==> config.mk <==
export PLATFORM = sky130hd
export DESIGN_NAME = ptw_sv39
export DESIGN_NICKNAME = d
export VERILOG_FILES = /design/src/rtl/ptw_pkg.sv /design/src/rtl/ptw_sv39_ptecheck.sv /design/src/rtl/ptw_sv39.sv
export SDC_FILE = /design/constraint.sdc
export NUM_CORES = 1
export LEC_CHECK = 0
export CORE_AREA = 2 2 152 154
export CTS_CLUSTER_DIAMETER = 200
export DETAILED_ROUTE_END_ITERATION = 7
export DIE_AREA = 0 0 154 156
export PLACE_DENSITY_LB_ADDON = 0.2
export SLEW_MARGIN = 10
export SYNTH_ARGS = -nofsm -noshare
export SYNTH_HDL_FRONTEND = slang
export SYNTH_SLANG_ARGS = --single-unit
==> constraint.sdc <==
create_clock -name clk -period 2.25 [get_ports clk]
set_clock_uncertainty 0.2 [all_clocks]
set_input_delay 0.5625 -clock clk [delete_from_list [all_inputs] [get_ports clk]]
set_output_delay 0.5625 -clock clk [all_outputs]
set_load 0.01 [all_outputs]
==> src/rtl/ptw_pkg.sv <==
// Shared types and constants for the Sv39 page-table walker.
package ptw_pkg;

  typedef enum logic [2:0] {
    S_IDLE,
    S_REQ,
    S_WAIT,
    S_WRITE,
    S_FAULT
  } ptw_state_e;

  localparam int unsigned PTE_V       = 0;
  localparam int unsigned PTE_R       = 1;
  localparam int unsigned PTE_W       = 2;
  localparam int unsigned PTE_X       = 3;
  localparam int unsigned PTE_PPN_LSB = 10;
  localparam int unsigned PTE_PPN_MSB = 53;

  localparam logic [1:0] PAGE_4K = 2'b00;
  localparam logic [1:0] PAGE_2M = 2'b01;
  localparam logic [1:0] PAGE_1G = 2'b10;

  localparam logic [3:0] SATP_MODE_SV39 = 4'd8;

endpackage

==> src/rtl/ptw_sv39_ptecheck.sv <==
// Combinational Sv39 PTE classifier: leaf, pointer to next level, or walk fault.
module ptecheck
  import ptw_pkg::*;
(
  input  logic [63:0] pte_i,
  input  logic [1:0]  level_i,
  output logic        leaf_o,
  output logic        nonleaf_o,
  output logic        fault_o
);

  logic invalid;
  logic is_leaf;
  logic misaligned;
  logic unused_bits;

  assign invalid = ~pte_i[PTE_V] | (~pte_i[PTE_R] & pte_i[PTE_W]) | (|pte_i[63:54]);
  assign is_leaf = pte_i[PTE_R] | pte_i[PTE_X];

  // Superpage leaves must have their low PPN fields cleared.
  assign misaligned = ((level_i == PAGE_1G) && (|pte_i[27:10])) ||
                      ((level_i == PAGE_2M) && (|pte_i[18:10]));

  assign leaf_o    = ~invalid & is_leaf & ~misaligned;
  assign nonleaf_o = ~invalid & ~is_leaf & (level_i != PAGE_4K);
  assign fault_o   = invalid | (is_leaf & misaligned) | (~is_leaf & (level_i == PAGE_4K));

  assign unused_bits = ^{pte_i[53:28], pte_i[9:4]};

endmodule

==> src/rtl/ptw_sv39.sv <==
// Sv39 hardware page-table walker: serves ITLB/DTLB misses through one
// request/grant/valid memory port and writes the leaf PTE back to the TLB.
module ptw_sv39
  import ptw_pkg::*;
#(
  parameter int unsigned PA_BITS = 56,
  parameter int unsigned XLEN    = 64
) (
  input  logic               clk,
  input  logic               reset,
  input  logic [XLEN-1:0]    SATP_REGW,
  input  logic               ITLBMissF,
  input  logic               DTLBMissM,
  input  logic [XLEN-1:0]    PCF,
  input  logic [XLEN-1:0]    IEUAdrM,
  input  logic               TLBFlush,
  output logic               HPTWReq,
  output logic [PA_BITS-1:0] HPTWAdr,
  input  logic               HPTWGnt,
  input  logic               HPTWValid,
  input  logic [XLEN-1:0]    HPTWReadPTE,
  output logic               ITLBWriteF,
  output logic               DTLBWriteM,
  output logic [XLEN-1:0]    PTE,
  output logic [1:0]         PageTypeWriteVal,
  output logic               WalkFault,
  output logic               WalkFaultInstr,
  output logic               SelHPTW
);

  ptw_state_e state_q, state_d;
  logic [1:0]  level_q, level_d;
  logic [38:0] va_q, va_d;
  logic        side_q, side_d;
  logic [43:0] ppn_q, ppn_d;
  logic        killed_q, killed_d;
  logic [XLEN-1:0] pte_q, pte_d;

  logic        pte_leaf, pte_nonleaf, pte_fault;
  logic [8:0]  vpn;
  logic [55:0] adr_full;
  logic        unused_inputs;

  ptecheck u_ptecheck (
    .pte_i     (HPTWReadPTE),
    .level_i   (level_q),
    .leaf_o    (pte_leaf),
    .nonleaf_o (pte_nonleaf),
    .fault_o   (pte_fault)
  );

  always_ff @(posedge clk or negedge reset) begin
    if (!reset) begin
      state_q  <= S_IDLE;
      level_q  <= '0;
      va_q     <= '0;
      side_q   <= 1'b0;
      ppn_q    <= '0;
      killed_q <= 1'b0;
      pte_q    <= '0;
    end else begin
      state_q  <= state_d;
      level_q  <= level_d;
      va_q     <= va_d;
      side_q   <= side_d;
      ppn_q    <= ppn_d;
      killed_q <= killed_d;
      pte_q    <= pte_d;
    end
  end

  always_comb begin
    state_d  = state_q;
    level_d  = level_q;
    va_d     = va_q;
    side_d   = side_q;
    ppn_d    = ppn_q;
    killed_d = killed_q;
    pte_d    = pte_q;
    case (state_q)
      S_IDLE: begin
        killed_d = 1'b0;
        if ((SATP_REGW[63:60] == SATP_MODE_SV39) && (DTLBMissM || ITLBMissF)) begin
          va_d    = DTLBMissM ? IEUAdrM[38:0] : PCF[38:0];
          side_d  = ~DTLBMissM;
          ppn_d   = SATP_REGW[43:0];
          level_d = PAGE_1G;
          state_d = S_REQ;
        end
      end
      S_REQ: begin
        if (HPTWGnt) begin
          state_d = S_WAIT;
          if (TLBFlush) killed_d = 1'b1;
        end else if (TLBFlush) begin
          state_d = S_IDLE;
        end
      end
      S_WAIT: begin
        if (TLBFlush) killed_d = 1'b1;
        if (HPTWValid) begin
          // A flush seen anywhere after the grant drains the response silently.
          if (killed_q || TLBFlush) begin
            state_d = S_IDLE;
          end else if (pte_fault) begin
            state_d = S_FAULT;
          end else if (pte_nonleaf) begin
            ppn_d   = HPTWReadPTE[PTE_PPN_MSB:PTE_PPN_LSB];
            level_d = level_q - 2'd1;
            state_d = S_REQ;
          end else if (pte_leaf) begin
            pte_d   = HPTWReadPTE;
            state_d = S_WRITE;
          end
        end
      end
      S_WRITE: state_d = S_IDLE;
      S_FAULT: state_d = S_IDLE;
      default: state_d = S_IDLE;
    endcase
  end

  always_comb begin
    case (level_q)
      PAGE_1G: vpn = va_q[38:30];
      PAGE_2M: vpn = va_q[29:21];
      default: vpn = va_q[20:12];
    endcase
    adr_full         = {ppn_q, vpn, 3'b000};
    HPTWAdr          = adr_full[PA_BITS-1:0];
    HPTWReq          = (state_q == S_REQ);
    SelHPTW          = (state_q != S_IDLE);
    // A flush landing on the final cycle still cancels the strobe.
    ITLBWriteF       = (state_q == S_WRITE) &  side_q & ~TLBFlush;
    DTLBWriteM       = (state_q == S_WRITE) & ~side_q & ~TLBFlush;
    WalkFault        = (state_q == S_FAULT) & ~TLBFlush;
    WalkFaultInstr   = (state_q == S_FAULT) & ~TLBFlush & side_q;
    PTE              = pte_q;
    PageTypeWriteVal = level_q;
  end

  assign unused_inputs = ^{SATP_REGW[59:44], PCF[XLEN-1:39], IEUAdrM[XLEN-1:39]};

endmodule

=== Word-level counts from Yosys, hierarchy flattened ===
Cells that the tools add are included.

* Flip-flop bits (word level): 154
* Input bits: 263
* Output and inout port bits: 128
* Logic and storage cells: 98

* Add/sub/neg operators: 1
* Equality and inequality tests: 15
* Mux-type cells: 26
* Bitwise operators: 29
* Reduce and logical (&&, ||, !) cells: 20

{| class="wikitable"
|+ Operators with widths
! kind !! number
|-
| 2-to-1 mux 44 bit || 5
|-
| case mux 44 bit (2 select lines) || 1
|-
| 2-to-1 mux 39 bit || 1
|-
| 2-to-1 mux 3 bit || 8
|-
| case mux 9 bit (2 select lines) || 1
|-
| OR reduction 18 bit || 1
|-
| AND 1 bit || 13
|-
| AND reduction 6 bit || 2
|-
| NOT 1 bit || 11
|-
| 2-to-1 mux 2 bit || 5
|-
| inequality test 2 bit (second input constant) || 5
|-
| OR reduction 10 bit || 1
|-
| case mux 3 bit (3 select lines) || 1
|-
| OR reduction 9 bit || 1
|-
| == test 3 x 2 -> 1 bit (second input constant) || 2
|-
| nonzero test 3 bit || 2
|-
| inequality test 5 bit (second input constant) || 1
|-
| bitwise OR 1 bit || 5
|-
| == test 4 bit (second input constant) || 1
|-
| case mux 2 bit (2 select lines) || 1
|-
| AND reduction 2 bit || 2
|-
| AND reduction 4 bit || 1
|-
| nonzero test 2 bit || 2
|-
| == test 3 x 1 -> 1 bit (second input constant) || 1
|-
| other kinds (12) || 17
|}

=== Longest topological paths before layout ===
Gate-level depths: netlist of the first run.

* Word-level depth: 13
* Gate-level depth with buffers: 8
* Mapped depth without buffers: 5

=== By module ===
From an unflattened synthesis of the first run, not the netlist that was laid out.

* Cell total of the unflattened synthesis: 496
* Area, all modules: 6546.3 µm²

{| class="wikitable"
|+ By module, submodules not included
! module !! instances !! cells an instance !! area each (µm²)
|-
| ptw_sv39 || 1 || 476 || 6421.2
|-
| ptecheck || 1 || 20 || 125.1
|}

=== Least setup slack after synthesis of the first run ===
No wires, ideal clock.

* Path type: input to register
* Start point: input port SATP_REGW[61]
* End point: register ppn_q[10]
* Setup time: 0.073 ns
* Arrival: 2.064 ns
* Required time: 1.977 ns
* Setup slack: -0.087 ns
* Stages on the path: 6
* Path buffers: 1
* Path through: or4b_4 nor3_1 o21ai_1 a21oi_4 buf_6 a2bb2oi_2

* Cells in the longest elaborated chain, start to end: 4

{| class="wikitable"
|+ RTL lines
! element !! line !! RTL
|-
| start, declared || ptw_sv39.sv:11 || <nowiki>input logic [XLEN-1:0] SATP_REGW,</nowiki>
|-
| == test 4 bit || ptw_sv39.sv:83 || <nowiki>if ((SATP_REGW[63:60] == SATP_MODE_SV39) && (DTLBMissM || ITLBMissF)) begin</nowiki>
|-
| logical AND 1 bit || ptw_sv39.sv:83 ||
|-
| inequality test 2 bit (no source line) || n/a ||
|-
| AND reduction 6 bit (no source line) || n/a ||
|-
| end signal, assigned || ptw_sv39.sv:66 || <nowiki>ppn_q <= ppn_d;</nowiki>
|-
| end, declared || ptw_sv39.sv:35 || <nowiki>logic [43:0] ppn_q, ppn_d;</nowiki>
|}

No other way between the ends.
A chain may end at the register's enable or synchronous reset.

=== Worst setup path after layout of the first run ===
* Start point: register level_q[0] (netlist: PageTypeWriteVal[0])
* End point: output port HPTWAdr[5]

* Cells in the longest elaborated chain, start to end: 2

{| class="wikitable"
|+ RTL lines
! element !! line !! RTL
|-
| start, declared || ptw_sv39.sv:32 || <nowiki>logic [1:0] level_q, level_d;</nowiki>
|-
| start signal, assigned || ptw_sv39.sv:63 || <nowiki>level_q <= level_d;</nowiki>
|-
| == test 2 x 1 -> 1 bit or == test 2 bit (tied branches) || ptw_sv39.sv:124 || <nowiki>case (level_q)</nowiki>
|-
| case mux 9 bit (2 select lines) * || ptw_sv39.sv:124 ||
|-
| end, declared || ptw_sv39.sv:18 || <nowiki>output logic [PA_BITS-1:0] HPTWAdr,</nowiki>
|}

Mark *: on every way between the ends. The rest lies on a longest branch, timed or not.

==> run_results.csv, run 1 <==
group,metric,value,unit
setup_path,endpoint_kind,"output port",
logic_synthesis,syn_inst,515,
timing,final.min_clock_period,2450,ps
timing,maxSlewViolCount,0,
clocking,cts_root_buf,"clkbuf_16",
timing,fin_ws,-203,ps
drt,antenna_left,0,
job,drv_cap,0,
setup_path,slowest_delay,410,ps
timing,fin_crit_sh,1.09,
clocking,cts_buffers,17,
floorplanning,die_area,0.0240,mm^2
floorplanning,fp.dieW,154,um
floorplanning,initial_core_util,0.282,
floorplanning,core,0.0224,mm^2
logic_synthesis,netlist-cell-type-count,42,
timing,rsz0062_at_grt,"yes",
setup_path,cp_max_fo,10,
logic_synthesis,netlist_area,0.00631,mm^2
clocking,cts_max_level,4,
setup_path,r2r_setup_slack,-180,ps
layout,layout_common_cells,"250 x clkdlybuf4s50_1, 141 x dfrtp_1, 60 x buf_4",
clocking,insertion_delay,410,ps
clocking,cts_tree,"built",
power_and_ir_drop,peakVddDrop,417,uV
logic_synthesis,synthFlopType,"dfrtp_1",
drt,routed_via_density,4.89,
setup_path,crit_arrival,1690,ps
floorplanning,die_h,156,um
power_and_ir_drop,powerDensity,788,mW/mm^2
outcome,violations,"negative setup slack",
grt,antenna_found_initial,0,
logic_synthesis,synth_edf_count,0,
drt,dr_total_vias,5836,
grt,grt_overflow,0,
drt,drtIter0Drc,278,
timing,finalSetupViolations,68,
setup_path,crit_path_start_kind,"flip-flop",
layout,final_common_cell,"clkdlybuf4s50_1",
outcome,status,"finished, violations left",
logic_synthesis,ys_seq_area_frac,0.563,
setup_path,required,1490,ps
clocking,cts_buffer_depth,2,
layout,n_fill_cell,1933,
drt,drt-total-wl,23.8,mm
layout,layout.nets,1161,
logic_synthesis,synth_seq_cells,142,
drt,first_pass_iters,4,
worst_hold_path,hold_class,"flip-flop to flip-flop",
layout,layout-area-overhead-vs-synth,85.7,%
setup_path,crit_chain,"inv_2 -> buf_12 -> ha_4 -> a22oi_1 -> a21oi_1 -> buf_2",
clocking,clock_sinks,142,
placement,gp_congestion,0.876,
power_and_ir_drop,p_leak,5.12,nW
logic_synthesis,syn_avg_cell_area,12.3,um^2
logic_synthesis,ys_warn_count,0,
drt,wire_per_inst,20.0,um
timing,final_hold_viol_count,0,
layout,n_antenna_cell,0,
drt,drc_errors,0,
grt,grt_pass1_wl,36.1,mm
layout,final_layout_size_suffix_gt1_frac,0.336,
setup_path,crit_slowest_cell,"dfrtp_1",
grt,grt_usage,0.197,
grt,grt_pass1_vias,6097,
power_and_ir_drop,p_total,9.24,mW
placement,numPortBuffers,297,
grt,grt_max_degree,56,
floorplanning,row_count,55,
timing,fmax,408,MHz
placement,dp_hpwl,15.7,mm
logic_synthesis,async_flop_share,1.00,
timing,whs,280,ps
clocking,clk_pin_slew,60,ps
floorplanning,ios,391,
setup_path,critPathKind,"flip-flop to output port",
## cell usage after synthesis, types with 2 or more instances
cell type | instances | share of area
mux2i_1 | 28 | 0.044
a22oi_1 | 9 | 0.011
o21ai_0 | 4 | 0.0032
nand2_1 | 2 | 0.0012
clkbuf_1 | 17 | 0.010
mux2_2 | 53 | 0.095
a2bb2oi_1 | 34 | 0.047
o22ai_1 | 44 | 0.044
a2bb2oi_2 | 12 | 0.029
nor3b_1 | 2 | 0.0024
inv_1 | 6 | 0.0036
ha_1 | 3 | 0.0059
nor3_1 | 5 | 0.0040
buf_6 | 7 | 0.012
and2_1 | 15 | 0.015
nor4_1 | 3 | 0.0030
buf_1 | 3 | 0.0018
a211oi_1 | 2 | 0.0024
nand2b_1 | 2 | 0.0020
nand3_1 | 3 | 0.0024
buf_2 | 12 | 0.0095
or3_1 | 2 | 0.0020
a21oi_1 | 38 | 0.030
buf_4 | 4 | 0.0048
dfrtp_1 | 142 | 0.56
nor2_1 | 46 | 0.027
and3_1 | 2 | 0.0020
## repair_timing
action | CTS | global route
endpoints found under the hold margin | 40 | 0
setup endpoints to repair | 130 | 125
hold buffers | 1 | 0
pin swaps | 19 | 11
cloned | 14 | 3
setup buffers | 27 | 4
resized for setup | 218 | 28
## path summary, 6_finish.rpt
path / to / startpoint / cells after the start
max in group asynchronous: PTE[22]$_DFFE_PN0P_ / reset / 3
worst min-delay path: PTE[0]$_DFFE_PN0P_ / PTE[0]$_DFFE_PN0P_ / 1
worst max-delay path: HPTWAdr[5] / PageTypeWriteVal[0]$_DFFE_PN0P_ / 6
worst max register to register: PTE[39]$_DFFE_PN0P_ / PageTypeWriteVal[1]$_DFFE_PN0P_ / 10
worst min register to register: PTE[0]$_DFFE_PN0P_ / PTE[0]$_DFFE_PN0P_ / 1
min in group asynchronous: ppn_q[26]$_DFFE_PN0P_ / reset / 2
## per-stage QoR
step | instances | TNS [ps] | area (um^2) | setup slack, ps | utilization
2_1_floorplan | 517 | -2910 | 6350 | -60.3 | -
3_3_place_gp | 1116 | -103090 | 10000 | -911 | 0.447
3_5_place_dp | 1116 | -106290 | 10000 | -917 | 0.447
4_1_cts | 1188 | -11690 | 11600 | -231 | 0.518
5_1_grt | 1193 | -14110 | 11700 | -288 | 0.524
6_report | 1193 | -8220 | 11700 | -203 | 0.524
## critical path, delay by kind of cell, from the launching register on
kind	cells	cell delay, ps
compound gates	2	260
fa+ha+maj	1	220
buf+inv	3	380
flops	1	410
## area by class of cell
type	count	area [um^2]	share of cell area
timing repair buffer	401	4180	0.357
sequential	142	3550	0.303
multi-input combinational	327	3000	0.256
clock buffer	19	443	0.0378
tap	285	357	0.0304
clock inverter	13	163	0.0139
inverter	6	22.5	0.00192
## registers in the layout, indices dropped and copies added, names as in the netlist
signal,flops
PTE,64
PageTypeWriteVal,2
side_q,1
killed_q,1
va_q,27
ppn_q,44
state_q,3
## cell families (layout without fill, tap and decap cells)
| logic type | Yosys count | after routing | synth area share |
|---|---|---|---|
| adders and majority gates | 3 | 3 | 0.00595 |
| buffers and inverters | 49 | 439 | 0.0422 |
| DFF | 142 | 142 | 0.563 |
| other | 1 | 3 | 0.000594 |
| muxes | 81 | 81 | 0.139 |
| AOI/OAI and AO/OA | 149 | 149 | 0.174 |
| and+or+nand+nor | 90 | 91 | 0.0747 |
## layer usage
metal  vias to the layer above  part of all wire  track usage
met1                      2857              0.41        0.242
met2                       256              0.50        0.337
li1                       2685                 -            -
met4                         0             0.025       0.0650
met3                        38             0.068       0.0517
met5                         -                 0            0
## where the power goes
| part | internal (mW) | switching [mW] | leakage, nW |
|---|---|---|---|
| clock | 1.78 | 1.13 | 0.290 |
| sequential | 3.03 | 0.358 | 1.78 |
| combinational | 1.77 | 1.17 | 3.05 |
| total | 6.59 | 2.65 | 5.12 |
No activity file was read; power rests on OpenSTA's default activity.
==> inputs of run 2 (changes only) <==
Settings changed: RECOVER_POWER set to 50.
==> run 2 against run 1 <==
Compared with the run above:
- the flow still finishes with violations (negative setup slack)
- global-route usage is the same
- via count shrank 0.58%
- cell count is the same
- sequential power is essentially flat
- die area is the same
- routed wire length is essentially flat
- worst setup slack is essentially flat
- core utilization shrank 0.12 points
- critical path type unchanged
- non-clock buffer count is the same
- cell area shrank 0.23%
- flip-flop and latch count is the same
- highest routed layer unchanged
- clock power is essentially flat
==> run_results.csv, run 2 (synthesis results as in run 1) <==
group,metric,value,unit
outcome,status,"finished, violations left",
outcome,violations,"negative setup slack",
power_and_ir_drop,p_leak,5.16,nW
layout,layout_common_cells,"238 x clkdlybuf4s50_1, 141 x dfrtp_1, 58 x buf_4",
layout,final_layout_size_suffix_gt1_frac,0.333,
drt,drt-met1-wl,9.68,mm
layout,layout.nets,1161,
grt,antenna_found_initial,0,
timing,fin_crit_sh,1.09,
drt,wl_met2,11.9,mm
layout,final_common_cell,"clkdlybuf4s50_1",
setup_path,crit_chain,"inv_2 -> buf_12 -> ha_4 -> a22oi_1 -> a21oi_1 -> buf_2",
power_and_ir_drop,p_seq_frac,0.368,
setup_path,crit_arrival,1690,ps
placement,pre_cts_slack,-917,ps
grt,grt_pass1_wl,36.1,mm
layout,largest_reg_flops,64,
clocking,insertion_delay,410,ps
setup_path,required,1490,ps
setup_path,critPathKind,"flip-flop to output port",
power_and_ir_drop,pwr-share-clk,0.314,
drt,first_pass_iters,4,
grt,grt_overflow,0,
floorplanning,fp.dieW,154,um
timing,relSlewSlack,0.151,
clocking,clk_pin_slew,60,ps
clocking,cts_max_level,4,
drt,wl_met3,1.69,mm
setup_path,crit_path_start_kind,"flip-flop",
drt,dr_total_vias,5802,
job,drv_cap,0,
power_and_ir_drop,intPower,6.58,mW
power_and_ir_drop,p_sw,2.64,mW
drt,wire_per_inst,20.0,um
layout,layout-area-overhead-vs-synth,85.3,%
floorplanning,initial_core_util,0.282,
floorplanning,die_area,0.0240,mm^2
grt,grt_usage,0.197,
setup_path,endpoint_kind,"output port",
setup_path,crit_family,"flip-flops",
clocking,cts_buffers,17,
timing,maxSlewViolCount,0,
grt,grt_max_degree,56,
setup_path,slowest_delay,410,ps
grt,grt_pass1_vias,6097,
placement,dpl_cell_area,0.0100,mm^2
setup_path,crit_slowest_cell,"dfrtp_1",
floorplanning,core,0.0224,mm^2
worst_hold_path,hold_depth,1,
timing,fin_ws,-203,ps
setup_path,cp_max_fo,10,
placement,gp_congestion,0.876,
clocking,cts_buffer_depth,2,
power_and_ir_drop,swShare,0.287,
drt,drc_errors,0,
power_and_ir_drop,pwr-share-comb,0.318,
timing,final.min_clock_period,2450,ps
clocking,cts_root_buf,"clkbuf_16",
timing,fmax,408,MHz
floorplanning,ios,391,
floorplanning,row_count,55,
layout,n_fill_cell,1940,
layout,seq_area,0.00355,mm^2
placement,numPortBuffers,297,
timing,finalSetupViolations,69,
drt,top_layer,"met4",
floorplanning,die_h,156,um
layout,instances_no_fill,1193,
setup_path,cp.depth,6,
setup_path,cp_num_buf_inv,3,
layout,multiInputGateArea,0.00300,mm^2
drt,routed_via_density,4.86,
setup_path,rr_worst_depth,10,
drt,drtIter0Drc,244,
power_and_ir_drop,powerDensity,789,mW/mm^2
drt,drt-total-wl,23.8,mm
clocking,clock_sinks,142,
timing,rsz0062_at_grt,"yes",
clocking,cts_tree,"built",
placement,dp_hpwl,15.7,mm
layout,n_antenna_cell,0,
worst_hold_path,hold_class,"flip-flop to flip-flop",
timing,tightest_slew,1270,ps
drt,antenna_left,0,
placement,dp.cells,1116,
timing,final_hold_viol_count,0,
power_and_ir_drop,p_total,9.22,mW
power_and_ir_drop,peakVddDrop,414,uV
timing,fin_setup_tns,-8470,ps
layout,layout.cell_area.non_filler,0.0117,mm^2
## run 2: cell types whose count changed in the layout (fill, tap and decap cells not counted)
cell	previous run	this run
buf_4	60	58
clkbuf_4	0	1
clkbuf_2	2	3
or3_4	1	0
buf_8	1	2
or3_1	1	2
clkbuf_1	1	3
buf_6	22	20
clkdlybuf4s50_1	250	238
dlygate4sd3_1	1	13
buf_12	13	12
## run 2: what timing repair did
action                                  4_1_cts  5_1_grt
resized for setup                           218       28
gates cloned                                 14        3
buffers inserted                             27        4
pin swaps                                    19       11
hold buffers                                  1        0
endpoints found under the setup margin      130      125
endpoints found under the hold margin        40        0
## run 2: metal layers
metal | track usage | up-vias
li1 | - | 2676
met1 | 0.242 | 2834
met2 | 0.337 | 254
met3 | 0.0517 | 38
met4 | 0.0650 | 0
met5 | 0 | -
## run 2: area by class of cell
cell class	instances	share of cell area
multi-input cells	327	0.256
flip-flops and latches	142	0.304
inverters	6	0.00193
repair buffers	401	0.356
well taps	285	0.0305
clock buffers	19	0.0379
clock inverters	13	0.0139
## run 2: worst paths after layout
| check | slack [ps] | endpoint | from |
|---|---|---|---|
| max reg2reg | -180 | PTE[39]$_DFFE_PN0P_ | PageTypeWriteVal[1]$_DFFE_PN0P_ |
| max in group asynchronous | 100 | PTE[22]$_DFFE_PN0P_ | reset |
| min reg2reg | 280 | PTE[0]$_DFFE_PN0P_ | PTE[0]$_DFFE_PN0P_ |
| max | -200 | HPTWAdr[5] | PageTypeWriteVal[0]$_DFFE_PN0P_ |
| min | 280 | PTE[0]$_DFFE_PN0P_ | PTE[0]$_DFFE_PN0P_ |
| min in group asynchronous | 750 | ppn_q[26]$_DFFE_PN0P_ | reset |
## run 2: power groups by stage
stage | clock network, mW | logic [mW] | registers [mW]
5_1_grt | 3.10 | 3.14 | 3.45
3_5_place_dp | 0 | 2.71 | 3.38
6_report | 2.90 | 2.93 | 3.39
4_1_cts | 2.97 | 2.93 | 3.38
2_1_floorplan | 0 | 0.875 | 3.48
3_3_place_gp | 0 | 2.70 | 3.36
## run 2: metrics by stage
step | hold WS [ps] | utilization
CTS | 280 | 0.518
floorplan | 66.9 | -
global route | 306 | 0.523
global placement | 254 | 0.447
finish | 280 | 0.523
detailed placement | 263 | 0.447
==> inputs of run 3 (changes only) <==
Settings changed: SKIP_LAST_GASP set to 1.
==> run 3 against run 2 <==
Compared with the run above:
- non-clock buffer count did not move
- cell area about the same
- global-route usage about the same
- sequential power hardly changed
- largest power group unchanged
- flip-flop and latch count did not move
- the flow still finishes with violations (negative setup slack)
- hold slack is essentially flat
- critical path type unchanged
- combinational power barely moved
- routed wire length decreased by 0.51%
- sequential share of layout area barely moved
- register-to-register slack improved by 20 ps
- first-iteration DRC count up 12%
- largest cell class unchanged
- maximum frequency fell by 0.97%
==> run_results.csv, run 3 (synthesis results as in run 1) <==
group,metric,value,unit
power_and_ir_drop,peakVddDrop,411,uV
setup_path,reg2reg_to,"PTE[24]$_DFFE_PN0P_",
grt,grt_usage,0.197,
timing,final.min_clock_period,2480,ps
timing,rsz0062_at_grt,"yes",
clocking,cts_tree,"built",
floorplanning,die_area,0.0240,mm^2
clocking,cts_root_buf,"clkbuf_16",
drt,drt-total-wl,23.7,mm
layout,final_util,0.523,
clocking,cts_buffer_depth,2,
placement,numPortBuffers,297,
grt,grt_pass1_vias,6096,
grt,grt_max_degree,56,
setup_path,r2r_setup_slack,-160,ps
grt,antenna_found_initial,0,
timing,relSlewSlack,0.154,
placement,gp_congestion,0.876,
setup_path,cp_max_fo,10,
timing,final_hold_viol_count,0,
timing,tightest_slew,1270,ps
floorplanning,ios,391,
layout,layout.nets,1161,
layout,n_antenna_cell,0,
placement,dp_hpwl,15.7,mm
setup_path,required,1490,ps
drt,dr_total_vias,5805,
setup_path,endpoint_kind,"output port",
grt,grt_use_met3,0.0517,
layout,layout_common_cells,"237 x clkdlybuf4s50_1, 141 x dfrtp_1, 56 x buf_4",
drt,drc_errors,0,
floorplanning,die_h,156,um
timing,maxSlewViolCount,0,
grt,grt_use_met2,0.336,
floorplanning,core,0.0224,mm^2
timing,fin_ws,-227,ps
floorplanning,fp.dieW,154,um
floorplanning,initial_core_util,0.282,
setup_path,rr_worst_depth,10,
setup_path,critPathCapture,"HPTWAdr[6]",
grt,grt.met1_usage,0.243,
timing,fmax,404,MHz
drt,wire_per_inst,19.9,um
setup_path,critPathKind,"flip-flop to output port",
power_and_ir_drop,p_leak,5.16,nW
drt,routed_via_density,4.87,
layout,n_fill_cell,1935,
drt,antenna_left,0,
timing,fin_crit_sh,1.10,
grt,grt_pass1_wl,36.1,mm
setup_path,critPathLaunch,"PageTypeWriteVal[0]$_DFFE_PN0P_",
worst_hold_path,hold_class,"flip-flop to flip-flop",
layout,final_common_cell,"clkdlybuf4s50_1",
clocking,insertion_delay,410,ps
job,drv_cap,0,
setup_path,crit_path_start_kind,"flip-flop",
clocking,clk_pin_slew,60,ps
power_and_ir_drop,p_total,9.21,mW
layout,final_layout_size_suffix_gt1_frac,0.329,
drt,drtIter0Drc,274,
floorplanning,row_count,55,
outcome,status,"finished, violations left",
layout,layout-area-overhead-vs-synth,85.2,%
outcome,violations,"negative setup slack",
setup_path,crit_arrival,1710,ps
setup_path,crit-reg2reg-launch,"PageTypeWriteVal[1]$_DFFE_PN0P_",
timing,finalSetupViolations,67,
clocking,cts_buffers,17,
layout,largest_reg_flops,64,
layout,seq_area,0.00355,mm^2
clocking,cts_max_level,4,
clocking,clock_sinks,142,
drt,first_pass_iters,4,
layout,multiInputGateArea,0.00299,mm^2
power_and_ir_drop,powerDensity,788,mW/mm^2
grt,grt_overflow,0,
grt,grt-busiest-layer,"met2",
## run 3: cell types whose count changed in the layout (fill, tap and decap cells not counted), sizes merged
cell	before	now
buf	120	121
clkbuf	27	26
clkdlybuf4s50	238	237
dlygate4sd3	13	14
## run 3: per-stage QoR
step	std cells	TNS, ps	setup slack (ps)	cell area [um^2]	hold slack (ps)
2_1_floorplan	517	-2910	-60.3	6350	66.9
3_3_place_gp	1116	-103090	-911	10000	254
3_5_place_dp	1116	-106290	-917	10000	263
4_1_cts	1188	-11760	-244	11600	280
5_1_grt	1193	-18870	-305	11700	306
6_report	1193	-7480	-227	11700	280
## run 3: critical path: stages (launching register included)
cell and delay [ps]:
dfrtp_1 410, inv_2 110, buf_12 110, ha_4 220
a22oi_2 100, a21oi_1 190, buf_2 160
## run 3: worst min path at each step
stage                              startpoint             endpoint  slack [ps]  depth (start not counted)
after floorplan                         reset   PTE[0]$_DFFE_PN0P_          70                          0
after global placement     PTE[0]$_DFFE_PN0P_   PTE[0]$_DFFE_PN0P_         250                          1
after detailed placement   PTE[0]$_DFFE_PN0P_   PTE[0]$_DFFE_PN0P_         260                          1
after CTS                  PTE[0]$_DFFE_PN0P_   PTE[0]$_DFFE_PN0P_         280                          1
after global routing      PTE[36]$_DFFE_PN0P_  PTE[36]$_DFFE_PN0P_         310                          1
final                      PTE[0]$_DFFE_PN0P_   PTE[0]$_DFFE_PN0P_         280                          1
## run 3: timing repair
action / in CTS / in global routing
setup endpoints to repair: 130 / 126
pin swaps: 18 / 7
hold endpoints to repair: 40 / 0
cloned: 14 / 2
resized for setup: 216 / 28
setup buffers: 27 / 5
hold buffers: 1 / 0
## run 3: area by class of cell
cell class	count	share of cell area
timing repair buffer	401	0.356
sequential	142	0.304
multi-input combinational	327	0.256
clock buffer	19	0.0379
tap	285	0.0305
clock inverter	13	0.0139
inverter	6	0.00193
## run 3: per-layer routing
metal,wire length (um),vias up
li1,-,2676
met1,9810,2850
met2,11800,247
met3,1570,32
met5,0,-
met4,539,0
## run 3: power by group
part	switching, mW	total (mW)	internal, mW
logic	1.16	2.92	1.76
clock network	1.12	2.90	1.78
registers	0.356	3.39	3.04
total	2.63	9.21	6.58
